[config.mk]
export PLATFORM = sky130hd
export DESIGN_NAME = multicycle_control
export DESIGN_NICKNAME = d
export VERILOG_FILES = /design/src/rtl/multicycle_control.sv
export SDC_FILE = /design/constraint.sdc
export NUM_CORES = 1
export LEC_CHECK = 0
export ABC_AREA = 1
export BUFFER_PORTS_ARGS = -buffer_cell sky130_fd_sc_hd__buf_2
export CAP_MARGIN = 5
export CORE_MARGIN = 10
export CORE_UTILIZATION = 44
export DETAILED_ROUTE_END_ITERATION = 10
export PLACE_DENSITY = 0.89
export SLEW_MARGIN = 20
export SYNTH_ARGS = -nofsm -noshare
export SYNTH_HDL_FRONTEND = slang
export SYNTH_SLANG_ARGS = --single-unit
[constraint.sdc]
create_clock -name clk -period 1.3 [get_ports clk]
set_input_delay 0.26 -clock clk [delete_from_list [all_inputs] [get_ports clk]]
set_output_delay 0.26 -clock clk [all_outputs]
set_load 0.02 [all_outputs]
[src/rtl/multicycle_control.sv]
// Multi-cycle main control FSM for the MIPS-subset CPU.
// Breaks each instruction into FETCH/DECODE/EXEC/MEM/WB steps, stretches the
// memory steps with a ready handshake, and traps unsupported opcodes in DECODE.
// All control outputs are decoded combinationally from the current state
// (plus mem_ready where a step completes on it) and are held at 0 in reset.
module multicycle_control #(
  parameter int unsigned          ALUCTR_W  = 2,
  parameter logic [ALUCTR_W-1:0]  ALU_ADD   = 2'b00,
  parameter logic [ALUCTR_W-1:0]  ALU_SUB   = 2'b01,
  parameter logic [ALUCTR_W-1:0]  ALU_RTYPE = 2'b10,
  parameter logic [ALUCTR_W-1:0]  ALU_LUI   = 2'b11,
  parameter bit                   MEM_HS    = 1'b1
) (
  input  logic                clk,
  input  logic                rst_n,
  input  logic [5:0]          op,
  input  logic                zero,
  input  logic                mem_ready,
  output logic                PCWrite,
  output logic                PCWriteCond,
  output logic                IorD,
  output logic                MemRead,
  output logic                MemWrite,
  output logic                IRWrite,
  output logic                MemtoReg,
  output logic                RegDst,
  output logic                RegWrite,
  output logic                ALUSrcA,
  output logic [1:0]          ALUSrcB,
  output logic [1:0]          PCSource,
  output logic [ALUCTR_W-1:0] ALUctr,
  output logic                instr_done,
  output logic                illegal_op,
  output logic [3:0]          state
);

  localparam logic [5:0] OP_R   = 6'b000000;
  localparam logic [5:0] OP_LW  = 6'b100011;
  localparam logic [5:0] OP_SW  = 6'b101011;
  localparam logic [5:0] OP_BEQ = 6'b000100;
  localparam logic [5:0] OP_LUI = 6'b001111;
  localparam logic [5:0] OP_J   = 6'b000010;

  typedef enum logic [3:0] {
    FETCH    = 4'd0,
    DECODE   = 4'd1,
    MEMADR   = 4'd2,
    MEMRD    = 4'd3,
    MEMWB    = 4'd4,
    MEMWR    = 4'd5,
    EXEC_R   = 4'd6,
    RWB      = 4'd7,
    BRANCH   = 4'd8,
    EXEC_LUI = 4'd9,
    LUIWB    = 4'd10,
    JUMP     = 4'd11
  } state_t;

  state_t state_r;
  state_t next_state_s;
  logic   mem_rdy_s;

  // Without the handshake every memory access completes in one cycle.
  assign mem_rdy_s = (MEM_HS) ? mem_ready : 1'b1;

  // Debug view of the state; forced to 0 while reset is held.
  assign state = rst_n ? state_r : 4'd0;

  // State register with synchronous active-low reset back to FETCH.
  always_ff @(posedge clk) begin
    if (!rst_n) begin
      state_r <= FETCH;
    end else begin
      state_r <= next_state_s;
    end
  end

  // Next-state and control-output decode; everything defaults to 0 so a
  // state only lists the signals it actually drives.
  always_comb begin
    PCWrite      = 1'b0;
    PCWriteCond  = 1'b0;
    IorD         = 1'b0;
    MemRead      = 1'b0;
    MemWrite     = 1'b0;
    IRWrite      = 1'b0;
    MemtoReg     = 1'b0;
    RegDst       = 1'b0;
    RegWrite     = 1'b0;
    ALUSrcA      = 1'b0;
    ALUSrcB      = 2'b00;
    PCSource     = 2'b00;
    ALUctr       = '0;
    instr_done   = 1'b0;
    illegal_op   = 1'b0;
    next_state_s = FETCH;
    if (!rst_n) begin
      // Reset aborts whatever was in flight; no request may leak out.
      next_state_s = FETCH;
    end else begin
      case (state_r)
        FETCH: begin
          MemRead  = 1'b1;
          ALUSrcB  = 2'b01;
          ALUctr   = ALU_ADD;
          if (mem_rdy_s) begin
            IRWrite      = 1'b1;
            PCWrite      = 1'b1;
            next_state_s = DECODE;
          end else begin
            next_state_s = FETCH;
          end
        end
        DECODE: begin
          // Branch target is computed speculatively while the opcode decodes.
          ALUSrcB = 2'b11;
          ALUctr  = ALU_ADD;
          case (op)
            OP_LW, OP_SW: next_state_s = MEMADR;
            OP_R:         next_state_s = EXEC_R;
            OP_BEQ:       next_state_s = BRANCH;
            OP_LUI:       next_state_s = EXEC_LUI;
            OP_J:         next_state_s = JUMP;
            default: begin
              // PC has already advanced past the bad word; just restart.
              illegal_op   = 1'b1;
              instr_done   = 1'b1;
              next_state_s = FETCH;
            end
          endcase
        end
        MEMADR: begin
          ALUSrcA = 1'b1;
          ALUSrcB = 2'b10;
          ALUctr  = ALU_ADD;
          if (op == OP_SW) begin
            next_state_s = MEMWR;
          end else begin
            next_state_s = MEMRD;
          end
        end
        MEMRD: begin
          MemRead = 1'b1;
          IorD    = 1'b1;
          if (mem_rdy_s) begin
            next_state_s = MEMWB;
          end else begin
            next_state_s = MEMRD;
          end
        end
        MEMWB: begin
          RegWrite     = 1'b1;
          MemtoReg     = 1'b1;
          instr_done   = 1'b1;
          next_state_s = FETCH;
        end
        MEMWR: begin
          MemWrite = 1'b1;
          IorD     = 1'b1;
          if (mem_rdy_s) begin
            instr_done   = 1'b1;
            next_state_s = FETCH;
          end else begin
            next_state_s = MEMWR;
          end
        end
        EXEC_R: begin
          ALUSrcA      = 1'b1;
          ALUctr       = ALU_RTYPE;
          next_state_s = RWB;
        end
        RWB: begin
          RegWrite     = 1'b1;
          RegDst       = 1'b1;
          instr_done   = 1'b1;
          next_state_s = FETCH;
        end
        BRANCH: begin
          // The datapath gates PCWriteCond with zero; the FSM never waits on it.
          ALUSrcA      = 1'b1;
          ALUctr       = ALU_SUB;
          PCWriteCond  = 1'b1;
          PCSource     = 2'b01;
          instr_done   = 1'b1;
          next_state_s = FETCH;
        end
        EXEC_LUI: begin
          ALUSrcA      = 1'b1;
          ALUSrcB      = 2'b10;
          ALUctr       = ALU_LUI;
          next_state_s = LUIWB;
        end
        LUIWB: begin
          RegWrite     = 1'b1;
          instr_done   = 1'b1;
          next_state_s = FETCH;
        end
        JUMP: begin
          PCWrite      = 1'b1;
          PCSource     = 2'b10;
          instr_done   = 1'b1;
          next_state_s = FETCH;
        end
        default: begin
          // Unused encodings recover to FETCH with every output idle.
          next_state_s = FETCH;
        end
      endcase
    end
  end

  // zero is consumed by the datapath's PC-enable logic, not by this FSM.
  logic unused_zero_s;
  assign unused_zero_s = zero;

endmodule

==> results of run 1 <==
synthesized netlist by cell type, drive strengths merged:
library cell,count
nand2,33
nor2,29
inv,22
nand3,11
a21oi,7
dfxtp,4
nor3,4
buf,3
clkinv,2
o21ai,2
a211oi,1
a221oi,1
nand4,1
o211ai,1
logic make-up after synthesis:
kind of cell / count (synthesis) / share of synthesized area
DFF: 4 / 0.131
buffers and inverters: 27 / 0.186
and+or+nand+nor: 78 / 0.571
AOI/OAI and AO/OA: 12 / 0.112
metrics by stage:
stage	setup WS (ns)	hold WS [ns]	area, sq um	setup TNS, ns	util
floorplan	-0.111	0.506	653	-0.303	-
global placement	-0.120	0.683	1010	-0.404	0.779
detailed placement	-0.166	0.690	1010	-0.855	0.779
CTS	-0.261	0.443	1160	-3.44	0.892
repair_timing:
| action | 4_1_cts |
|---|---|
| setup endpoints to repair | 20 |
| gates resized for setup | 44 |
| hold buffers | 0 |
| pin swaps | 6 |
| buffers inserted | 2 |
==> impl_metrics.tcl, run 1 <==
set metrics [dict create \
    synth.avg_cell_area_sq_um 5.06 \
    yosys.area.top_type_share 0.184 \
    ys_seq_elements 4 \
    cts_max_path_buffers 2 \
    hpwl_um 1900 \
    row_count 13 \
    synthCells 121 \
    yosys.area.top_type "nand2_1" \
    error_line "[ERROR DPL-0038] Utilization greater than 100%, impossible to legalize" \
    portBuffers 30 \
    cts.sinks 4 \
    worst-ep-kind "output port" \
    syn_nets 131 \
    syn-cell-area_sq_um 612 \
    initial_core_util 0.470 \
    gp_congestion 0.851 \
    stop_stage "global routing (5_1_grt)" \
    worst_endpoint "illegal_op" \
    die_x_um 57.3 \
    cts_root_buf "clkbuf_4" \
    synthTopCellsByArea "nand2_1 18%, nor2_1 16%, dfxtp_1 13%" \
    die_height_um 57.3 \
    synth.distinct_cells 22 \
    ys_warn_count 0 \
    synth_seq_area_share 0.131 \
    grt_max_degree 19 \
    placed_cells 190 \
    io_pins 32 \
    htreeDepth 1 \
    status "did not finish" \
    cts_buffers 3 \
]
==> run 2, diff against run 1 <==
--- a/config.mk
+++ b/config.mk
@@ -8,10 +8,10 @@
 export ABC_AREA = 1
 export BUFFER_PORTS_ARGS = -buffer_cell sky130_fd_sc_hd__buf_2
 export CAP_MARGIN = 5
-export CORE_MARGIN = 10
-export CORE_UTILIZATION = 44
+export CORE_AREA = 10 10 71 73
 export DETAILED_ROUTE_END_ITERATION = 10
-export PLACE_DENSITY = 0.89
+export DIE_AREA = 0 0 81 83
+export PLACE_DENSITY_LB_ADDON = 0.15
 export SLEW_MARGIN = 20
 export SYNTH_ARGS = -nofsm -noshare
 export SYNTH_HDL_FRONTEND = slang
==> impl_metrics.tcl, run 2 <==
set metrics [dict create \
    worstSetupStartpointType "flip-flop" \
    final_cell_mix "40 x buf_4, 23 x nand2_1, 21 x nor2_1" \
    fmax_ghz 0.631 \
    ys_seq_elements 4 \
    synthAdderAreaFrac 0 \
    cts_tree "built" \
    area_delta_synth_final_pct 126 \
    crit_type "reg -> out" \
    required_ns 1.04 \
    synth_edf_count 0 \
    overflow 0 \
    cts_root_buf "clkbuf_8" \
    placed_area_sq_mm 0.00111 \
    initial_core_util 0.168 \
    htreeDepth 1 \
    rsz0062_at_grt "yes" \
    total_power_mw 0.607 \
    drt_wl_total_um 2390 \
    yosysMostFrequentCell "nand2_1" \
    synth.avg_cell_area_sq_um 5.06 \
    first_iter_violations 29 \
    grt_pass1_vias 892 \
    fillerInstances 414 \
    top_register "state_r" \
    grt_pass1_wl_um 4000 \
    cts.sinks 4 \
    fin_crit_sh 1.22 \
    die_height_um 83 \
    clock_skew_ns 0.00139 \
    gp_congestion 0.800 \
    ys_warn_count 0 \
    endpoint_kind "output port" \
    yosys.area.top_type "nand2_1" \
    row_count 22 \
    drv_cap 0 \
    syn_nets 131 \
    syn-cell-area_sq_um 612 \
    crit_path_max_fanout 4 \
    drc 0 \
    largest_reg_flops 4 \
    io_pins 32 \
    powerDensity_mw_per_mm2 439 \
    finalHoldViolCount 0 \
    synth_mux_area_frac 0 \
    critical_path_arrival_ns 1.32 \
    synthTopCellsByArea "nand2_1 18%, nor2_1 16%, dfxtp_1 13%" \
    synth_seq_area_share 0.131 \
    die_x_um 81 \
    grt_usage 0.0715 \
    hold_buffers 0 \
    finalSetupViolCount 19 \
    nNetsFinal 199 \
    p_leak_nw 0.752 \
    hpwl_um 2100 \
    synth_top_family_by_area "simple AND/OR/NAND/NOR gates" \
    yosys.area_share.simple 0.571 \
    antenna_left 0 \
    via_per_inst 4.02 \
    status "complete, but fails checks" \
    hold_class "in -> reg" \
    portBuffers 30 \
    wl_per_cell_um 10.2 \
    fin_ws_ns -0.284 \
    antenna_found_initial 0 \
    cts_buffers 3 \
    drv_slew 0 \
    die-area_sq_mm 0.00672 \
    finalInstanceArea_sq_mm 0.00138 \
    worst_pin_slew_ns 0.245 \
    synth.distinct_cells 22 \
    drive_gt1_frac 0.583 \
    drt_first_pass_iters 4 \
    cts_max_path_buffers 2 \
    synthTopCellsByCount "30 x nand2_1, 26 x nor2_1, 19 x inv_1" \
    final_common_cell "buf_4" \
    period_minus_slack_ns 1.58 \
    synth_compound_area_frac 0.112 \
    insertion_delay_ns 0.21 \
    violations "negative setup slack" \
    peakVddDrop_mv 0.296 \
    synthCells 121 \
    yosys.area_share.xor_xnor 0 \
    grt_max_degree 11 \
    yosys.area.top_type_share 0.184 \
    fin_hold_ws_ns 0.453 \
    clk_pin_slew_ns 0.03 \
    antenna_cells 0 \
    routed-via-count 944 \
    reg_top3 "state_r x4" \
    async_flop_share 0 \
    core_sq_mm 0.00363 \
    synth_ff_type "dfxtp_1" \
    relSlewSlack 0.836 \
]
[run 2: layout make-up]
cell class | count | area, sq um | share of cell area
Inverter | 24 | 98.8 | 0.0715
Clock buffer | 3 | 41.3 | 0.0299
Timing Repair Buffer | 66 | 548 | 0.396
Tap cell | 48 | 60.1 | 0.0434
Sequential cell | 4 | 90.1 | 0.0652
Multi-Input combinational cell | 90 | 544 | 0.394
[run 2: cells by family (layout without fill, tap and decap cells)]
logic type             count (synthesis)  in the layout
and+or+nand+nor                       78             78
DFF                                    4              4
AOI/OAI and AO/OA                     12             12
buffers and inverters                 27             93
[run 2: stage by stage]
step	setup TNS (ns)	setup slack, ns	util	instances
floorplan	-0.303	-0.111	-	121
global placement	-1.03	-0.199	0.306	229
detailed placement	-1.08	-0.214	0.306	229
CTS	-3.68	-0.293	0.365	234
global route	-5.32	-0.366	0.381	235
finish	-3.45	-0.284	0.381	235
[run 2: timing repair]
item	CTS	global route
gates resized for setup	56	13
setup buffers	2	1
pin swaps	8	1
cloned	0	0
setup endpoints to repair	22	22
endpoints found under the hold margin	0	0
[run 2: report_power, final]
group | total (mW) | internal [mW] | switching (mW)
sequential | 0.129 | 0.124 | 0.00491
combinational | 0.224 | 0.105 | 0.119
clock | 0.254 | 0.197 | 0.0570
[run 2: final timing paths]
check / startpoint / endpoint / slack [ns] / cells after the start
worst max-delay path: state_r[3] / illegal_op / -0.28 / 7
worst min-delay path: rst_n / state_r[1] / 0.45 / 4
worst max register to register: state_r[3] / state_r[0] / -0.03 / 10
worst min register to register: state_r[2] / state_r[3] / 0.72 / 4
[run 2: per-layer routing]
layer / track usage / share of wire / vias to the layer above
li1: - / - / 507
met1: 0.0807 / 0.40 / 420
met2: 0.122 / 0.52 / 17
met3: 0.0259 / 0.086 / 0
met4: 0.0188 / 0 / 0
met5: 0 / 0 / -
[run 2: worst max-delay path: stages, from the launching register on]
cell	delay [ns]
dfxtp_2	0.33
inv_4	0.10
nand2_4	0.06
nor2_4	0.11
nand3_2	0.11
buf_4	0.16
nor3_4	0.11
buf_6	0.14
(Power assumes the default switching activity.)
==> run 3, diff against run 2 <==
==> constraint.sdc (replaced) <==
create_clock -name clk -period 1.9 [get_ports clk]
set_input_delay 0.38 -clock clk [delete_from_list [all_inputs] [get_ports clk]]
set_output_delay 0.38 -clock clk [all_outputs]
set_load 0.02 [all_outputs]
==> impl_metrics.tcl, run 3 (synthesis gave the netlist of run 2 again) <==
set metrics [dict create \
    nNetsFinal 166 \
    die_height_um 83 \
    period_minus_slack_ns 1.76 \
    antenna_found_initial 0 \
    crit_path_max_incr_delay_ns 0.34 \
    core_sq_mm 0.00363 \
    reg_top3 "state_r x4" \
    whs_path_depth 6 \
    status "finished, final reports clean" \
    r2r-start "state_r[1]" \
    p_leak_nw 0.536 \
    portBuffers 30 \
    relSlewSlack 0.842 \
    critical_path_arrival_ns 1.38 \
    grt_usage 0.0639 \
    hold_path.startpoint "op[4]" \
    cts.sinks 4 \
    crit_path_cell_trace "inv_4 > nand2_4 > nor2_4 > nand3_2 > nor2_2 > nor2_1 > nor2_1 > buf_2" \
    r2r_slack_ns 0.70 \
    top_register "state_r" \
    cts_tree "built" \
    reg2regPathDepth 7 \
    drc 0 \
    antenna_cells 0 \
    die-area_sq_mm 0.00672 \
    initial_core_util 0.168 \
    placed_area_sq_um 813 \
    critPathBufInv 2 \
    finalHoldViolCount 0 \
    final_cell_mix "30 x nand2_1, 30 x buf_2, 24 x nor2_1" \
    endpoint_kind "output port" \
    crit_path_max_fanout 5 \
    cts_buffers 3 \
    clock_skew_ns 0.00185 \
    drv_cap 0 \
    rsz0062_at_grt "no" \
    fin_util 0.243 \
    htreeDepth 1 \
    largest_reg_flops 4 \
    routed-via-count 795 \
    drt_wl_total_um 2130 \
    overflow 0 \
    area_delta_synth_final_pct 44.6 \
    fin_crit_sh 0.927 \
    grt_pass1_wl_um 3440 \
    worst_pin_slew_ns 0.237 \
    antenna_left 0 \
    path_delay_family "simple AND/OR/NAND/NOR gates" \
    r2r_end "state_r[1]" \
    insertion_delay_ns 0.22 \
    drive_gt1_frac 0.344 \
    slowest_stage "dfxtp_2" \
    gp_congestion 0.713 \
    wl_per_cell_um 10.5 \
    crit_path_start "state_r[3]" \
    finalInstanceArea_sq_um 885 \
    hpwl_um 1770 \
    tns_ns 0 \
    drv_slew 0 \
    first_iter_violations 36 \
    fmax_ghz 0.568 \
    grt_max_degree 19 \
    via_per_inst 3.94 \
    fillerInstances 447 \
    powerDensity_mw_per_mm2 416 \
    crit_type "reg -> out" \
    cts_max_path_buffers 2 \
    finalSetupViolCount 0 \
    clk_pin_slew_ns 0.03 \
    cpMostUsedCell "nor2_1" \
    row_count 22 \
    io_pins 32 \
    grt_pass1_vias 754 \
    die_x_um 81 \
    drt_first_pass_iters 4 \
    peakVddDrop_mv 0.118 \
    required_ns 1.52 \
    worstSetupStartpointType "flip-flop" \
    min_to "state_r[0]" \
    cts_root_buf "clkbuf_8" \
    hold_class "in -> reg" \
]
## run 3: changes by cell type in the layout (fill, tap and decap cells not counted), sizes merged
cell and change:
buf -33
## run 3: area by class of cell
cell class | instances | area [sq um] | area share
clock buffers | 3 | 41.3 | 0.0467
well taps | 48 | 60.1 | 0.0679
flip-flops and latches | 4 | 85.1 | 0.0962
repair buffers | 33 | 173 | 0.195
inverters | 24 | 92.6 | 0.105
multi-input cells | 90 | 433 | 0.489
## run 3: metrics by stage
step / power (mW) / hold slack (ns) / setup WS, ns / instances
global placement: 0.187 / 0.708 / 0.175 / 198
CTS: 0.369 / 0.614 / 0.0244 / 201
finish: 0.368 / 0.608 / 0.138 / 202
floorplan: 0.151 / 0.581 / 0.152 / 121
detailed placement: 0.188 / 0.702 / 0.135 / 198
global route: 0.393 / 0.641 / 0.0160 / 202
## run 3: how the worst max path moves through the flow
stage                              to  slack, ns  depth (start not counted)
after global placement     instr_done       0.18                          8
after floorplan           PCSource[0]       0.15                          5
after CTS                  ALUSrcB[1]       0.02                          8
after detailed placement   instr_done       0.13                          8
final                      instr_done       0.14                          8
after global routing       instr_done       0.02                          8
## run 3: power by group
| part | switching, mW | internal [mW] | total, mW | leakage [nW] |
|---|---|---|---|---|
| registers | 0.00370 | 0.0871 | 0.0908 | 0.0343 |
| logic | 0.0641 | 0.0355 | 0.0997 | 0.481 |
| clock network | 0.0424 | 0.135 | 0.177 | 0.0216 |
## run 3: worst register-to-register path: stages, from the launching register on
cell and delay, ns:
dfxtp_2 0.38, clkinv_1 0.12, nand2_4 0.10, inv_1 0.04
nand2_1 0.13, nand3_1 0.10, nor2_1 0.13, a21oi_1 0.07
## run 3: timing repair
item,4_1_cts,5_1_grt
buffers inserted,0,1
setup endpoints to repair,0,5
hold buffers,0,0
resized for setup,0,9
## run 3: metal layers
metal	global-route usage	wire [um]	vias to the layer above	part of all wire
li1	-	-	441	-
met1	0.0782	1030	330	0.48
met2	0.0915	902	22	0.42
met3	0.0205	171	2	0.080
met4	0.0423	28	0	0.013
met5	0	0	-	0
==> run 4, diff against run 3 <==
==> constraint.sdc (replaced) <==
create_clock -name clk -period 1.9 [get_ports clk]
set_input_delay 0.38 -clock clk [delete_from_list [all_inputs] [get_ports clk]]
set_output_delay 0.38 -clock clk [all_outputs]
set_load 0.05 [all_outputs]
==> impl_metrics.tcl, run 4 (synthesis gave the netlist of run 2 again) <==
set metrics [dict create \
    status "finished, final reports clean" \
    via_per_inst 3.95 \
    grt_pass1_vias 793 \
    top_register "state_r" \
    r2r_end "state_r[1]" \
    hpwl_um 1840 \
    cts.sinks 4 \
    finalSetupViolCount 0 \
    reg2regPathDepth 7 \
    grt_pass1_wl_um 3620 \
    grt_usage 0.0673 \
    die-area_sq_mm 0.00672 \
    hold_path.startpoint "op[5]" \
    initial_core_util 0.168 \
    endpoint_kind "output port" \
    drive_gt1_frac 0.387 \
    drv_cap 0 \
    core_sq_mm 0.00363 \
    portBuffers 30 \
    r2r-start "state_r[1]" \
    first_iter_violations 25 \
    drt_wl_total_um 2150 \
    antenna_cells 0 \
    worst_pin_slew_ns 0.259 \
    whs_path_depth 6 \
    clock_skew_ns 0.00243 \
    row_count 22 \
    nNetsFinal 167 \
    fin_ws_ns 0.0781 \
    required_ns 1.52 \
    cts_root_buf "clkbuf_8" \
    peakVddDrop_mv 0.151 \
    drt_first_pass_iters 4 \
    drv_slew 0 \
    pre_cts_ws_ns 0.0961 \
    wl_per_cell_um 10.6 \
    io_pins 32 \
    reg_top3 "state_r x4" \
    cts_tree "built" \
    overflow 0 \
    cts_buffers 3 \
    fin_crit_sh 0.959 \
    critical_path_arrival_ns 1.44 \
    die_height_um 83 \
    insertion_delay_ns 0.22 \
    drc 0 \
    crit_type "reg -> out" \
    htreeDepth 1 \
    crit_path_start "state_r[3]" \
    finalHoldViolCount 0 \
    largest_reg_flops 4 \
    p_leak_nw 0.547 \
    gp_congestion 0.771 \
    routed-via-count 801 \
    cts_max_path_buffers 2 \
    antenna_left 0 \
    final_common_cell "nand2_1" \
    period_minus_slack_ns 1.82 \
    fmax_ghz 0.549 \
    area_delta_synth_final_pct 54.2 \
    fin_util 0.260 \
    powerDensity_mw_per_mm2 427 \
    worstSetupStartpointType "flip-flop" \
    antenna_found_initial 0 \
    r2r_slack_ns 0.72 \
    clk_pin_slew_ns 0.03 \
    relSlewSlack 0.828 \
    die_x_um 81 \
    crit_path_max_fanout 5 \
    hold_class "in -> reg" \
    min_to "state_r[0]" \
    final_cell_mix "29 x nand2_1, 23 x nor2_1, 22 x buf_2" \
    hold_buffers 0 \
    grt_max_degree 19 \
]
[run 4: cell types whose count changed in the layout (fill, tap and decap cells not counted), sizes merged]
cell,before,now
clkbuf,3,7
buf,33,30
[run 4: worst max-delay path: stages (launching register included)]
cell and delay, ns:
dfxtp_4 0.35, inv_4 0.09, nand2_4 0.08, nor2_4 0.15, nand3_2 0.11, nor2_2 0.13, nor2_1 0.06, nor2_2 0.09
buf_6 0.16
[run 4: layer usage]
layer | wire [um] | up-vias | GRT usage
met4 | 31 | 0 | 0.0235
met3 | 147 | 4 | 0.0313
met1 | 918 | 343 | 0.0739
met2 | 1050 | 16 | 0.110
li1 | - | 438 | -
met5 | 0 | - | 0
[run 4: worst max-delay path by stage]
| stage | endpoint | slack, ns | depth (start not counted) |
|---|---|---|---|
| 6_report | instr_done | 0.08 | 8 |
| 5_1_grt | instr_done | -0.009 | 8 |
| 4_1_cts | illegal_op | -0.001 | 6 |
| 3_5_place_dp | instr_done | 0.1 | 9 |
| 3_3_place_gp | instr_done | 0.09 | 9 |
| 2_1_floorplan | ALUctr[0] | -0.18 | 4 |
[run 4: stage by stage]
| step | TNS [ns] | hold slack (ns) | power, mW | cells | instance area, sq um |
|---|---|---|---|---|---|
| global placement | 0 | 0.709 | 0.217 | 198 | 841 |
| CTS | -0.00137 | 0.631 | 0.401 | 201 | 897 |
| floorplan | -0.510 | 0.607 | 0.180 | 121 | 639 |
| finish | 0 | 0.605 | 0.402 | 203 | 943 |
| detailed placement | 0 | 0.700 | 0.217 | 198 | 841 |
| global route | -0.0203 | 0.655 | 0.425 | 203 | 943 |
[run 4: timing repair]
item | 4_1_cts | 5_1_grt
resized for setup | 6 | 14
buffers inserted | 0 | 2
setup endpoints to repair | 3 | 12
pin swaps | 0 | 2
[run 4: final cells by class]
cell class / count / area (sq um)
Tap cell: 48 / 60.1
Clock buffer: 3 / 41.3
Inverter: 24 / 92.6
Multi-Input combinational cell: 90 / 458
Sequential cell: 4 / 87.6
Timing Repair Buffer: 34 / 204
Fill cell: 440 / 2690
[run 4: power breakdown]
group	switching, mW	internal (mW)	total, mW
clock	0.0441	0.135	0.179
sequential	0.00368	0.0858	0.0895
combinational	0.0928	0.0411	0.134
